File: src/rtl/branch_pkg.sv
`default_nettype none
// ============================================================================
//  Module      : branch_pkg
//  Description : Shared encodings and helpers for the branch prediction and
//                resolution unit: control-transfer type codes, 2-bit
//                saturating counter states and the PC slicing offset.
//  Revision    : 1.0 - initial release
// ============================================================================
package branch_pkg;

    // Control-transfer type codes as presented on ex_br_type.
    localparam logic [3:0] BR_NONE = 4'd0;
    localparam logic [3:0] BR_BEQ  = 4'd1;
    localparam logic [3:0] BR_BNE  = 4'd2;
    localparam logic [3:0] BR_BLT  = 4'd3;
    localparam logic [3:0] BR_BGE  = 4'd4;
    localparam logic [3:0] BR_BLTU = 4'd5;
    localparam logic [3:0] BR_BGEU = 4'd6;
    localparam logic [3:0] BR_JAL  = 4'd7;
    localparam logic [3:0] BR_JALR = 4'd8;

    // 2-bit saturating direction counter states.
    localparam logic [1:0] SNT = 2'd0;
    localparam logic [1:0] WNT = 2'd1;
    localparam logic [1:0] WT  = 2'd2;
    localparam logic [1:0] ST  = 2'd3;

    // Instructions are word aligned, so table index starts at pc[2].
    localparam int PC_ALIGN_LSB = 2;

    // Types 1..8 are control transfers; everything else behaves as none.
    function automatic logic br_legal(input logic [3:0] br_type);
        return (br_type >= BR_BEQ) && (br_type <= BR_JALR);
    endfunction

    // Saturating counter step toward the resolved direction.
    function automatic logic [1:0] ctr_next(input logic [1:0] ctr, input logic taken);
        logic [1:0] nxt;
        nxt = ctr;
        if (taken && ctr != ST)
            nxt = ctr + 2'd1;
        else if (!taken && ctr != SNT)
            nxt = ctr - 2'd1;
        return nxt;
    endfunction

endpackage
`default_nettype wire

File: src/rtl/bp_table.sv
`default_nettype none
// ============================================================================
//  Module      : bp_table
//  Description : Direct-mapped BHT (2-bit counters) plus tagged BTB storage.
//                One combinational read port (prediction) and one synchronous
//                write port (training). Reads see the pre-edge contents, so a
//                same-cycle write to the read index is not bypassed.
//  Ports       : clk, rst_n          - clock, async active-low reset
//                rd_idx/rd_tag       - lookup index and tag
//                rd_hit/rd_ctr/rd_target - BTB hit, counter, stored target
//                wr_en/wr_idx/wr_tag/wr_taken/wr_target - training port
//  Revision    : 1.0 - initial release
// ============================================================================
module bp_table
    import branch_pkg::*;
#(
    parameter int XLEN  = 32,
    parameter int IDX_W = 6,
    parameter int TAG_W = 8
) (
    input  logic             clk,
    input  logic             rst_n,
    input  logic [IDX_W-1:0] rd_idx,
    input  logic [TAG_W-1:0] rd_tag,
    output logic             rd_hit,
    output logic [1:0]       rd_ctr,
    output logic [XLEN-1:0]  rd_target,
    input  logic             wr_en,
    input  logic [IDX_W-1:0] wr_idx,
    input  logic [TAG_W-1:0] wr_tag,
    input  logic             wr_taken,
    input  logic [XLEN-1:0]  wr_target
);

    localparam int c_DEPTH = 1 << IDX_W;

    logic [1:0]       r_bht    [c_DEPTH];
    logic             r_valid  [c_DEPTH];
    logic [TAG_W-1:0] r_tag    [c_DEPTH];
    logic [XLEN-1:0]  r_target [c_DEPTH];

    // Counters and valid bits need reset; tag/target are qualified by valid.
    always_ff @(posedge clk or negedge rst_n) begin
        if (!rst_n) begin
            for (int i = 0; i < c_DEPTH; i++) begin
                r_bht[i]   <= WNT;
                r_valid[i] <= 1'b0;
            end
        end else if (wr_en) begin
            r_bht[wr_idx] <= ctr_next(r_bht[wr_idx], wr_taken);
            // Not-taken outcomes never invalidate an entry.
            if (wr_taken)
                r_valid[wr_idx] <= 1'b1;
        end
    end

    // Taken outcomes overwrite whatever alias held this slot.
    always_ff @(posedge clk) begin
        if (wr_en && wr_taken) begin
            r_tag[wr_idx]    <= wr_tag;
            r_target[wr_idx] <= wr_target;
        end
    end

    always_comb begin
        rd_hit    = r_valid[rd_idx] && (r_tag[rd_idx] == rd_tag);
        rd_ctr    = r_bht[rd_idx];
        rd_target = r_target[rd_idx];
    end

endmodule
`default_nettype wire

File: src/rtl/branch_predict_resolve.sv
`default_nettype none
// ============================================================================
//  Module      : branch_predict_resolve
//  Description : Branch prediction (IF) and resolution (EX) unit. Predicts
//                direction/target from the BHT/BTB, resolves branches and
//                jumps from ALU flags, flags mispredictions with a redirect
//                PC, trains the tables and keeps wrap-around statistics.
//  Ports       : clk, rst_n                 - clock, async active-low reset
//                if_pc, if_valid            - fetch slot
//                pred_taken, pred_target    - prediction
//                ex_valid, ex_hold, ex_pc, ex_br_type, ex_zero, ex_lt,
//                ex_ltu, ex_target, ex_pred_taken, ex_pred_target - EX slot
//                ex_taken, mispredict, redirect_pc - resolution
//                stat_branches, stat_mispredicts   - statistics
//  Revision    : 1.0 - initial release
// ============================================================================
module branch_predict_resolve
    import branch_pkg::*;
#(
    parameter int XLEN  = 32,
    parameter int IDX_W = 6,
    parameter int TAG_W = 8,
    parameter int CNT_W = 32
) (
    input  logic             clk,
    input  logic             rst_n,
    input  logic [XLEN-1:0]  if_pc,
    input  logic             if_valid,
    output logic             pred_taken,
    output logic [XLEN-1:0]  pred_target,
    input  logic             ex_valid,
    input  logic             ex_hold,
    input  logic [XLEN-1:0]  ex_pc,
    input  logic [3:0]       ex_br_type,
    input  logic             ex_zero,
    input  logic             ex_lt,
    input  logic             ex_ltu,
    input  logic [XLEN-1:0]  ex_target,
    input  logic             ex_pred_taken,
    input  logic [XLEN-1:0]  ex_pred_target,
    output logic             ex_taken,
    output logic             mispredict,
    output logic [XLEN-1:0]  redirect_pc,
    output logic [CNT_W-1:0] stat_branches,
    output logic [CNT_W-1:0] stat_mispredicts
);

    localparam int c_IDX_LSB = PC_ALIGN_LSB;
    localparam int c_TAG_LSB = PC_ALIGN_LSB + IDX_W;

    logic [IDX_W-1:0] w_if_idx;
    logic [TAG_W-1:0] w_if_tag;
    logic [IDX_W-1:0] w_ex_idx;
    logic [TAG_W-1:0] w_ex_tag;
    logic             w_rd_hit;
    logic [1:0]       w_rd_ctr;
    logic [XLEN-1:0]  w_rd_target;
    logic             w_legal;
    logic             w_dir;
    logic             w_resolve_en;
    logic [CNT_W-1:0] r_stat_branches;
    logic [CNT_W-1:0] r_stat_mispredicts;

    assign w_if_idx = if_pc[c_IDX_LSB +: IDX_W];
    assign w_if_tag = if_pc[c_TAG_LSB +: TAG_W];
    assign w_ex_idx = ex_pc[c_IDX_LSB +: IDX_W];
    assign w_ex_tag = ex_pc[c_TAG_LSB +: TAG_W];

    bp_table #(
        .XLEN  (XLEN),
        .IDX_W (IDX_W),
        .TAG_W (TAG_W)
    ) u_table (
        .clk       (clk),
        .rst_n     (rst_n),
        .rd_idx    (w_if_idx),
        .rd_tag    (w_if_tag),
        .rd_hit    (w_rd_hit),
        .rd_ctr    (w_rd_ctr),
        .rd_target (w_rd_target),
        .wr_en     (w_resolve_en),
        .wr_idx    (w_ex_idx),
        .wr_tag    (w_ex_tag),
        .wr_taken  (ex_taken),
        .wr_target (ex_target)
    );

    // Prediction: counter MSB decides direction, but only on a BTB hit.
    always_comb begin
        pred_taken  = if_valid && w_rd_hit && w_rd_ctr[1];
        pred_target = pred_taken ? w_rd_target : (if_pc + XLEN'(4));
    end

    // Resolution from ALU flags.
    always_comb begin
        w_dir = 1'b0;
        case (ex_br_type)
            BR_BEQ:  w_dir = ex_zero;
            BR_BNE:  w_dir = !ex_zero;
            BR_BLT:  w_dir = ex_lt;
            BR_BGE:  w_dir = !ex_lt;
            BR_BLTU: w_dir = ex_ltu;
            BR_BGEU: w_dir = !ex_ltu;
            BR_JAL:  w_dir = 1'b1;
            BR_JALR: w_dir = 1'b1;
            default: w_dir = 1'b0;
        endcase
    end

    assign w_legal      = br_legal(ex_br_type);
    assign w_resolve_en = ex_valid && !ex_hold && w_legal;

    // A held instruction still reports its direction; it just cannot act.
    always_comb begin
        ex_taken    = ex_valid && w_legal && w_dir;
        mispredict  = w_resolve_en &&
                      ((ex_taken != ex_pred_taken) ||
                       (ex_taken && (ex_target != ex_pred_target)));
        redirect_pc = (mispredict && ex_taken) ? ex_target : (ex_pc + XLEN'(4));
    end

    always_ff @(posedge clk or negedge rst_n) begin
        if (!rst_n) begin
            r_stat_branches    <= '0;
            r_stat_mispredicts <= '0;
        end else begin
            if (w_resolve_en)
                r_stat_branches <= r_stat_branches + CNT_W'(1);
            if (mispredict)
                r_stat_mispredicts <= r_stat_mispredicts + CNT_W'(1);
        end
    end

    assign stat_branches    = r_stat_branches;
    assign stat_mispredicts = r_stat_mispredicts;

endmodule
`default_nettype wire

File: config.mk
export PLATFORM = sky130hd
export DESIGN_NAME = branch_predict_resolve
export DESIGN_NICKNAME = d
export VERILOG_FILES = /design/src/rtl/branch_pkg.sv /design/src/rtl/bp_table.sv /design/src/rtl/branch_predict_resolve.sv
export SDC_FILE = /design/constraint.sdc
export NUM_CORES = 2
export LEC_CHECK = 0
export CAP_MARGIN = 30
export CORE_MARGIN = 2
export CORE_UTILIZATION = 66
export CTS_CLUSTER_SIZE = 16
export DETAILED_ROUTE_END_ITERATION = 10
export GPL_TIMING_DRIVEN = 1
export HOLD_SLACK_MARGIN = 0.05
export PLACE_DENSITY_LB_ADDON = 0.05
export SYNTH_ARGS = -nofsm -noshare
export SYNTH_HDL_FRONTEND = slang
export SYNTH_HIERARCHICAL = 1
export SYNTH_SLANG_ARGS = --single-unit
File: constraint.sdc
create_clock -name clk -period 12.65 [get_ports clk]
set_input_delay 1.265 -clock clk [delete_from_list [all_inputs] [get_ports clk]]
set_output_delay 1.265 -clock clk [all_outputs]
set_load 0.02 [all_outputs]
==> run_results.csv <==
group,metric,value,unit
outcome,status,"complete, no violations",
grt,grt_pass1_wl,454.4,mm
floorplan,die-area,0.1733,mm2
synthesis,syn_inst,5313,
timing,hold_viol,0,
place,io_buffers,271,
worst_hold_path,hold_path.class,"input port to asynchronous set/reset pin",
floorplan,die_x,416.3,um
clock_network,cts_setup_buffers,0,
drt,num_vias,59980,
clock_network,clockBufferDepth,4,
floorplan,rows,151,
grt,grt_util_all_layers,38.40,%
worst_setup_path,reg2reg_depth,12,
drt,detail_route.wirelength,327.8,mm
power_and_ir_drop,p_leak,41.52,nW
power_and_ir_drop,finalPower,19.66,mW
worst_setup_path,startpoint,"if_pc[3]",
synthesis,syn_nets,5460,
worst_setup_path,critPathRequiredTime,11.39,ns
drt,dr.pass1.iters,7,
floorplan,io_pins,272,
worst_setup_path,crit_type,"input port to primary output",
timing,maxSlewViolCount,0,
drt,drt-initial-drc-count,9075,
final_layout,drive_gt1_share,29.23,%
floorplan,initial_core_util,66.34,%
worst_setup_path,start_kind,"input port",
clock_network,clock_latency,0.91,ns
drt,route.detailed.drc,0,
final_layout,area.growth.synth_to_final,13.84,%
drt,wl_per_cell,39.82,um
timing,finalSetupViolCount,0,
clock_network,cts_made_buffers,291,
synthesis,avgSynthCellArea,21.11,um2
worst_setup_path,crit-reg2reg-launch,"u_table/r_bht[120]$_DFFE_PN1P_",
flow_run,cap_violations,0,
worst_setup_path,cp-end-kind,"primary output",
drt,topRoutingLayerUsed,"met5",
timing,fin_crit_sh,65.21,%
clock_network,path_clk_slew,0.06,ns
grt,antenna_found_initial,20,
timing,slew_headroom,26.50,%
timing,rsz0062_at_grt,"false",
drt,wl_met1,113.4,mm
synthesis,synth_warnings,6,
clock_network,cts-root-buf,"clkbuf_16",
clock_network,clock_sinks,2816,
drt,ant_nets,0,
synthesis,synthesis.area,0.1122,mm2
power_and_ir_drop,peakVddDrop,0.1921,mV
place,gp_congestion,0.9021,
floorplan,coreArea,0.1691,mm2
timing,fmax,121.2,MHz
timing,skew,0.03054,ns
final_layout,fin_util,75.52,%
floorplan,dieHeight,416.3,um
drt,vias_per_cell,7.284,
grt,grt_pass1_vias,58820,
final_layout,fin_cells,8234,
clock_network,cts_resized,0,
clock_network,cts_tree,"built",
place,place_inst,7724,
power_and_ir_drop,powerDensity,153.9,mW/mm2
grt,gr-total-overflow,0,
drt,dr_wl_met3,38.51,mm
timing,min_period,8.249,ns
clock_network,cts_max_level,5,
timing,worst_pin_slew,1.103,ns
worst_setup_path,cp_max_fo,139,
drt,route.met2.wl,155.8,mm
grt,grt_max_degree,140,
worst_setup_path,worstPathArrival,6.98,ns
clock_network,ctsHoldBuffers,0,
place,dp_hpwl,180.3,mm
timing,fin_tns_setup,0,ns
final_layout,nNetsFinal,5950,
==> cell usage in the layout (no fill, tap or decap), types with 18 or more instances in the layout <==
cell type,n
mux2_1,31
nand4_1,33
xnor2_1,79
bufinv_16,21
buf_16,22
xor2_1,77
clkinv_2,33
nor3_1,26
clkbuf_16,299
edfxtp_1,2560
nand3_1,56
nor4_1,21
dfrtp_1,192
mux4_2,825
mux2_2,22
buf_4,161
mux2i_1,51
buf_2,45
and2_1,18
dfstp_2,64
or2_2,68
o22ai_1,24
a211oi_1,19
clkbuf_1,68
nor2_4,64
o21ai_2,60
o21ai_0,101
and3_1,32
clkdlybuf4s50_1,221
clkinv_1,52
nand2_1,347
nor2_1,54
==> worst paths after layout <==
check | endpoint | slack [ns]
max | pred_target[14] | 4.40
min | stat_mispredicts[9]$_DFFE_PN0P_ | 0.36
max reg2reg | u_table/r_bht[91]$_DFFE_PN0P_ | 8.66
min reg2reg | u_table/r_valid[5]$_DFFE_PN0P_ | 0.46
max in group asynchronous | u_table/r_bht[62]$_DFFE_PN1P_ | 11.05
min in group clk | u_table/r_valid[5]$_DFFE_PN0P_ | 0.46
==> critical path, cell delays in order <==
cell,delay (ns)
buf_8,0.60
buf_12,0.73
mux2_2,0.43
o22ai_1,0.22
o22a_1,0.20
a31oi_1,0.08
o41a_1,0.45
xor2_1,0.16
or4_1,0.54
nor4_2,0.22
and3_4,0.72
nand2_1,0.11
o21ai_0,0.22
clkdlybuf4s50_1,0.70
==> cell type report <==
class	count	area, um2
Inverter	20	85.08
Clock buffer	377	7875
Timing Repair Buffer	469	4618
Multi-Input combinational cell	2205	27850
Antenna cell	8	20.02
Fill cell	9138	41390
Sequential cell	2816	83360
Clock inverter	121	1116
Tap cell	2218	2775
==> per-layer routing <==
layer | vias up | GRT usage, %
met4 | 18 | 19.40
met3 | 869 | 8.643
met5 | - | 0.2779
met1 | 31690 | 52.45
met2 | 4417 | 59.61
li1 | 22990 | -
==> registers in the layout, summed over array words and instances (netlist names) <==
| signal | count |
|---|---|
| u_table/r_target | 2048 |
| u_table/r_tag | 512 |
| u_table/r_bht | 128 |
| u_table/r_valid | 64 |
| stat_branches | 32 |
| stat_mispredicts | 32 |
==> power by group <==
part | leakage, nW | internal, mW | switching (mW)
Combinational | 10.8 | 0.468 | 0.711
Clock | 4.39 | 4.80 | 3.42
Sequential | 26.3 | 10.2 | 0.0468
==> stage by stage <==
stage	hold slack, ns	worst slack (ns)	area, um2
floorplan	0.4337	6.574	112200
global placement	0.4472	4.545	117900
detailed placement	0.4477	4.541	118600
CTS	0.3875	4.503	127600
global route	0.4305	4.250	127700
finish	0.3610	4.401	127700
Power figures use the tool's default switching activity.
